<file path="src/rtl/ocm_core_port.sv">
// ==== ocm_core_port : per-core OCM requester, loads/stores and atomic RMW under one grant ====
// ==== rev 1.0 ====
`default_nettype none

module ocm_core_port #(
   parameter int          ADDR_BITS = 12,
   parameter logic [31:0] OCM_BASE  = 32'h0000_8000,
   parameter logic [31:0] OCM_MASK  = 32'hFFFF_C000
) (
   input  logic                 clk,
   input  logic                 rst,
   input  logic                 i_access,
   input  logic [31:0]          i_addr,
   input  logic [31:0]          i_wdata,
   input  logic [3:0]           i_dm_write,
   input  logic [2:0]           i_amo_op,
   output logic                 o_stall,
   output logic                 o_ack,
   output logic [31:0]          o_rdata,
   output logic                 o_req,
   output logic                 o_done,
   input  logic                 i_grant,
   output logic [31:0]          o_data,
   output logic [3:0]           o_dm_write,
   output logic [ADDR_BITS-1:0] o_addr,
   input  logic [31:0]          i_rdata,
   input  logic                 i_valid_data,
   input  logic                 i_valid_write_data
);

   localparam logic [2:0] S_IDLE    = 3'd0;
   localparam logic [2:0] S_XFER    = 3'd1;
   localparam logic [2:0] S_AMO_GAP = 3'd2;
   localparam logic [2:0] S_XFER_W  = 3'd3;
   localparam logic [2:0] S_DONE    = 3'd4;

   localparam logic [2:0] c_AMO_SWAP = 3'd1;
   localparam logic [2:0] c_AMO_ADD  = 3'd2;
   localparam logic [2:0] c_AMO_AND  = 3'd3;
   localparam logic [2:0] c_AMO_OR   = 3'd4;
   localparam logic [2:0] c_AMO_XOR  = 3'd5;

   logic [2:0]           r_state;
   logic [2:0]           w_next;
   logic [2:0]           r_amo_op;
   logic [ADDR_BITS-1:0] r_addr;
   logic [31:0]          r_data;
   logic [3:0]           r_dm_write;
   logic [31:0]          r_rdata;
   logic                 r_ack;
   logic                 w_hit;
   logic                 w_accept;
   logic                 w_is_amo;
   logic [31:0]          w_amo_result;
   logic                 w_unused_grant;

   // Progress is tracked from the OCM valid pulses alone; the grant is informational.
   assign w_unused_grant = i_grant;

   assign w_hit    = i_access & ((i_addr & OCM_MASK) == OCM_BASE);
   assign w_accept = w_hit & (r_state == S_IDLE) & ~r_ack;
   assign w_is_amo = (r_amo_op != 3'd0);

   always_comb begin
      w_amo_result = r_data;
      case (r_amo_op)
         c_AMO_SWAP: w_amo_result = r_data;
         c_AMO_ADD:  w_amo_result = i_rdata + r_data;
         c_AMO_AND:  w_amo_result = i_rdata & r_data;
         c_AMO_OR:   w_amo_result = i_rdata | r_data;
         c_AMO_XOR:  w_amo_result = i_rdata ^ r_data;
         default:    w_amo_result = r_data;
      endcase
   end

   always_ff @(posedge clk or posedge rst) begin
      if (rst) begin
         r_state <= S_IDLE;
      end else begin
         r_state <= w_next;
      end
   end

   always_comb begin
      w_next = r_state;
      case (r_state)
         S_IDLE:    if (w_accept) w_next = S_XFER;
         S_XFER: begin
            if (!w_is_amo && (i_valid_data || i_valid_write_data)) w_next = S_DONE;
            else if (w_is_amo && i_valid_data)                     w_next = S_AMO_GAP;
         end
         S_AMO_GAP: w_next = S_XFER_W;
         S_XFER_W:  if (i_valid_write_data) w_next = S_DONE;
         S_DONE:    w_next = S_IDLE;
         default:   w_next = S_IDLE;
      endcase
   end

   always_comb begin
      o_req   = (r_state != S_IDLE);
      o_done  = (r_state == S_DONE);
      o_stall = w_accept | (r_state != S_IDLE);
   end

   // The AMO keeps o_req high through the gap so the grant is never released mid-RMW.
   always_ff @(posedge clk or posedge rst) begin
      if (rst) begin
         r_amo_op   <= 3'd0;
         r_addr     <= '0;
         r_data     <= 32'd0;
         r_dm_write <= 4'd0;
         r_rdata    <= 32'd0;
         r_ack      <= 1'b0;
      end else begin
         r_ack <= (r_state == S_DONE);
         case (r_state)
            S_IDLE: begin
               if (w_accept) begin
                  r_addr     <= i_addr[ADDR_BITS+1:2];
                  r_data     <= i_wdata;
                  r_amo_op   <= i_amo_op;
                  r_dm_write <= (i_amo_op == 3'd0) ? i_dm_write : 4'd0;
               end
            end
            S_XFER: begin
               if (!w_is_amo) begin
                  if (i_valid_data && (r_dm_write == 4'd0)) r_rdata <= i_rdata;
               end else if (i_valid_data) begin
                  r_rdata    <= i_rdata;
                  r_data     <= w_amo_result;
                  r_dm_write <= 4'hF;
               end
            end
            default: ;
         endcase
      end
   end

   assign o_ack      = r_ack;
   assign o_rdata    = r_rdata;
   assign o_data     = r_data;
   assign o_dm_write = r_dm_write;
   assign o_addr     = r_addr;

endmodule

`default_nettype wire

</file>
<file path="config.mk">
export PLATFORM = sky130hd
export DESIGN_NAME = ocm_core_port
export DESIGN_NICKNAME = d
export VERILOG_FILES = /design/src/rtl/ocm_core_port.sv
export SDC_FILE = /design/constraint.sdc
export NUM_CORES = 1
export LEC_CHECK = 0
export ABC_AREA = 1
export CORE_UTILIZATION = 30
export CTS_BUF_LIST = sky130_fd_sc_hd__clkbuf_4
export DETAILED_ROUTE_END_ITERATION = 16
export DONT_BUFFER_PORTS = 1
export SYNTH_ARGS = -nofsm -noshare
export SYNTH_HDL_FRONTEND = slang
export SYNTH_SLANG_ARGS = --single-unit
</file>
<file path="constraint.sdc">
create_clock -name clk -period 7.4 [get_ports clk]
set_input_delay 1.11 -clock clk [delete_from_list [all_inputs] [get_ports clk]]
set_output_delay 1.11 -clock clk [all_outputs]
set_load 0.05 [all_outputs]
</file>
==> metrics.cfg <==
[synth]
synth-seq-cells=87
avgSynthCellArea_um2=6.45
syn_area_mm2=0.00738
synthArstFlopShare=1.00
seq_area_frac_synth=0.295
synth_edf_count=0
syn_nets=1318
synth_cell_types=38
syn_inst=1144
synth_flop_cell=dfrtp_1
yosysWarnings=0

[final_layout]
mostFrequentLayoutCell=nand2_1
seqCellArea_mm2=0.00218
final_cell_mix=nand2_1 (381), inv_1 (199), nor2_1 (108), dfrtp_1 (87)
fin_nets=1305
multiInputGateArea_mm2=0.00429
area_delta_synth_final_pct=6.17
stdcell_area_mm2=0.00784
drive_above_1_share=0.0449
fillers=2718

[critical_path]
crit_slowest_cell=dfrtp_1
path_buf_inv=1
crit_family=simple AND/OR/NAND/NOR gates
ff2ff_path_depth=10
reg2reg_to=o_data[3]
slowest_delay_ns=0.49
arrival_ns=2.36
critical_path_class=reg2out
r2r_start=r_state[0]
r2r_slack_ns=4.42
critPathLaunchType=flip-flop
worstPathCellList=nor2_2 -> nand2_2 -> inv_2 -> and3_1 -> nand4_4 -> nand2_4
cp.required_ns=6.29
cp-end-kind=output port
cp_max_fo=19

[clock_tree]
numCtsBuffers=9
htree_num_levels=3
clockBufferDepth=2
post_cts_buffers=0
cts.sinks=87
holdBufCountCts=0
clock_latency_ns=0.49
clkTransAtPathRegs_ns=0.18
cts_tree=yes
ctsResizeCount=0
root_buffer=clkbuf_4

[placement]
dp_worst_setup_slack_ns=3.90
place_hpwl_um=17200
io_buffers=0
place.gp.congestion=0.878
place_area_mm2=0.00770

[sta]
rsz0062_at_grt=no
finalSetupViolCount=0
tightest_slew_ns=0.915
relSlewSlack=0.382
slew_violations=0
final.min_clock_period_ns=3.47
fin_worst_skew_ns=0.0342
whs_ns=0.481
hold_viol_final=0
setup_tns_ns=0
final.setup.worst_slack_ns=3.93
fmax_mhz=288
post-route-period-util=0.469

[detailed_routing]
detail-route-antenna-nets=0
vias_per_cell=4.68
firstDrtPassIters=5
drc_errors=0
num_vias=6834
drt_wl_total_um=22500
wl_per_cell_um=15.4
drt-initial-drc-count=393

[power]
peakVddDrop_v=0.000283
powerDensity_mw_per_mm2=457
power_w=0.00358
cellLeakagePower_nw=4.47

[die]
die-area_mm2=0.0252
core_area_mm2=0.0242
num_io_pins=193
start_util=0.304
die_h_um=159
rows=57
die_w_um=159

[global_route]
antenna_found_initial=1
grt_max_degree=65
grt_pass1_vias=6854
grt_pass1_wl_um=36800
grt_overflow_total=0
grt_usage=0.184

[worst_hold_path]
hold_path.class=in2async

[run_status]
outcome=completed

[flow_run]
cap_violations=0

-- synthesized netlist by cell type (2+ instances only) --
library cell  instances  area (um^2)
o211ai_1              3         22.5
buf_2                 6         30.0
nand4_1               4         25.0
buf_4                 3         22.5
o21ai_0              64          320
inv_1               200          751
nor2_1              108          405
o21bai_1              3         22.5
nand3_1              60          300
o22ai_1              22          138
nand2_2               2         12.5
a21oi_1              45          225
nand2_4               2         22.5
nand2_1             381         1430
ha_1                 64          801
a211oi_1             13         97.6
o221ai_1              6         52.6
dfrtp_1              87         2180
o21a_1                2         15.0
mux2_2               12          135
nor3_1                8         40.0
a221oi_1              2         17.5
buf_6                 3         33.8
inv_2                 3         11.3
xor2_1                8         70.1
o41ai_1               2         17.5
clkbuf_1             20         75.1
-- worst max-delay path by stage --
stage / from / slack, ns / end / cells after the start
after floorplan: rst / 4.04 / o_ack / 1
after global placement: i_addr[19] / 3.97 / o_data[3] / 7
after detailed placement: i_addr[19] / 3.90 / o_data[3] / 7
after CTS: r_state[0] / 3.85 / o_stall / 6
after global routing: r_state[0] / 3.73 / o_stall / 6
final: r_state[0] / 3.93 / o_stall / 6
-- power breakdown --
part           total (W)  internal (W)  switching (W)  leakage [nW]
combinational    0.00185      0.000601        0.00125          3.28
clock           0.000296     0.0000800       0.000216        0.0769
sequential       0.00144      0.000648       0.000790          1.11
total            0.00358       0.00133        0.00225          4.47
-- logic make-up after synthesis --
kind of cell,Yosys count,share of synthesized area
simple gates,571,0.310
buf+inv,236,0.126
compound gates,164,0.129
flops,87,0.295
fa+ha+maj,65,0.111
mux,12,0.0183
xor+xnor,9,0.0107
-- registers in the layout (all words and copies together) (netlist names) --
signal	cells
r_state	3
o_data	32
o_dm_write	4
o_ack	1
r_amo_op	3
o_rdata	32
o_addr	12
-- final cells by class --
cell class / instances / area share
Tap cell: 324 / 0.0517
Clock inverter: 7 / 0.00878
Inverter: 204 / 0.0982
Multi-Input combinational cell: 821 / 0.547
Timing Repair Buffer: 8 / 0.00766
Sequential cell: 87 / 0.278
Antenna cell: 1 / 0.000319
Clock buffer: 9 / 0.00862
-- metrics by stage --
step	cells	utilization
2_1_floorplan	1144	-
3_3_place_gp	1444	0.317
3_5_place_dp	1444	0.317
4_1_cts	1460	0.323
5_1_grt	1461	0.323
6_report	1461	0.323
-- metal layers --
layer | routed length [um] | global-route usage | share of wire | vias to the layer above
met5 | 0 | 0 | 0 | -
met4 | 320 | 0.0481 | 0.014 | 0
met3 | 1510 | 0.0522 | 0.067 | 21
met2 | 10200 | 0.303 | 0.45 | 189
met1 | 10400 | 0.235 | 0.46 | 3073
li1 | - | - | - | 3551
No activity file was read; power rests on OpenSTA's default activity.
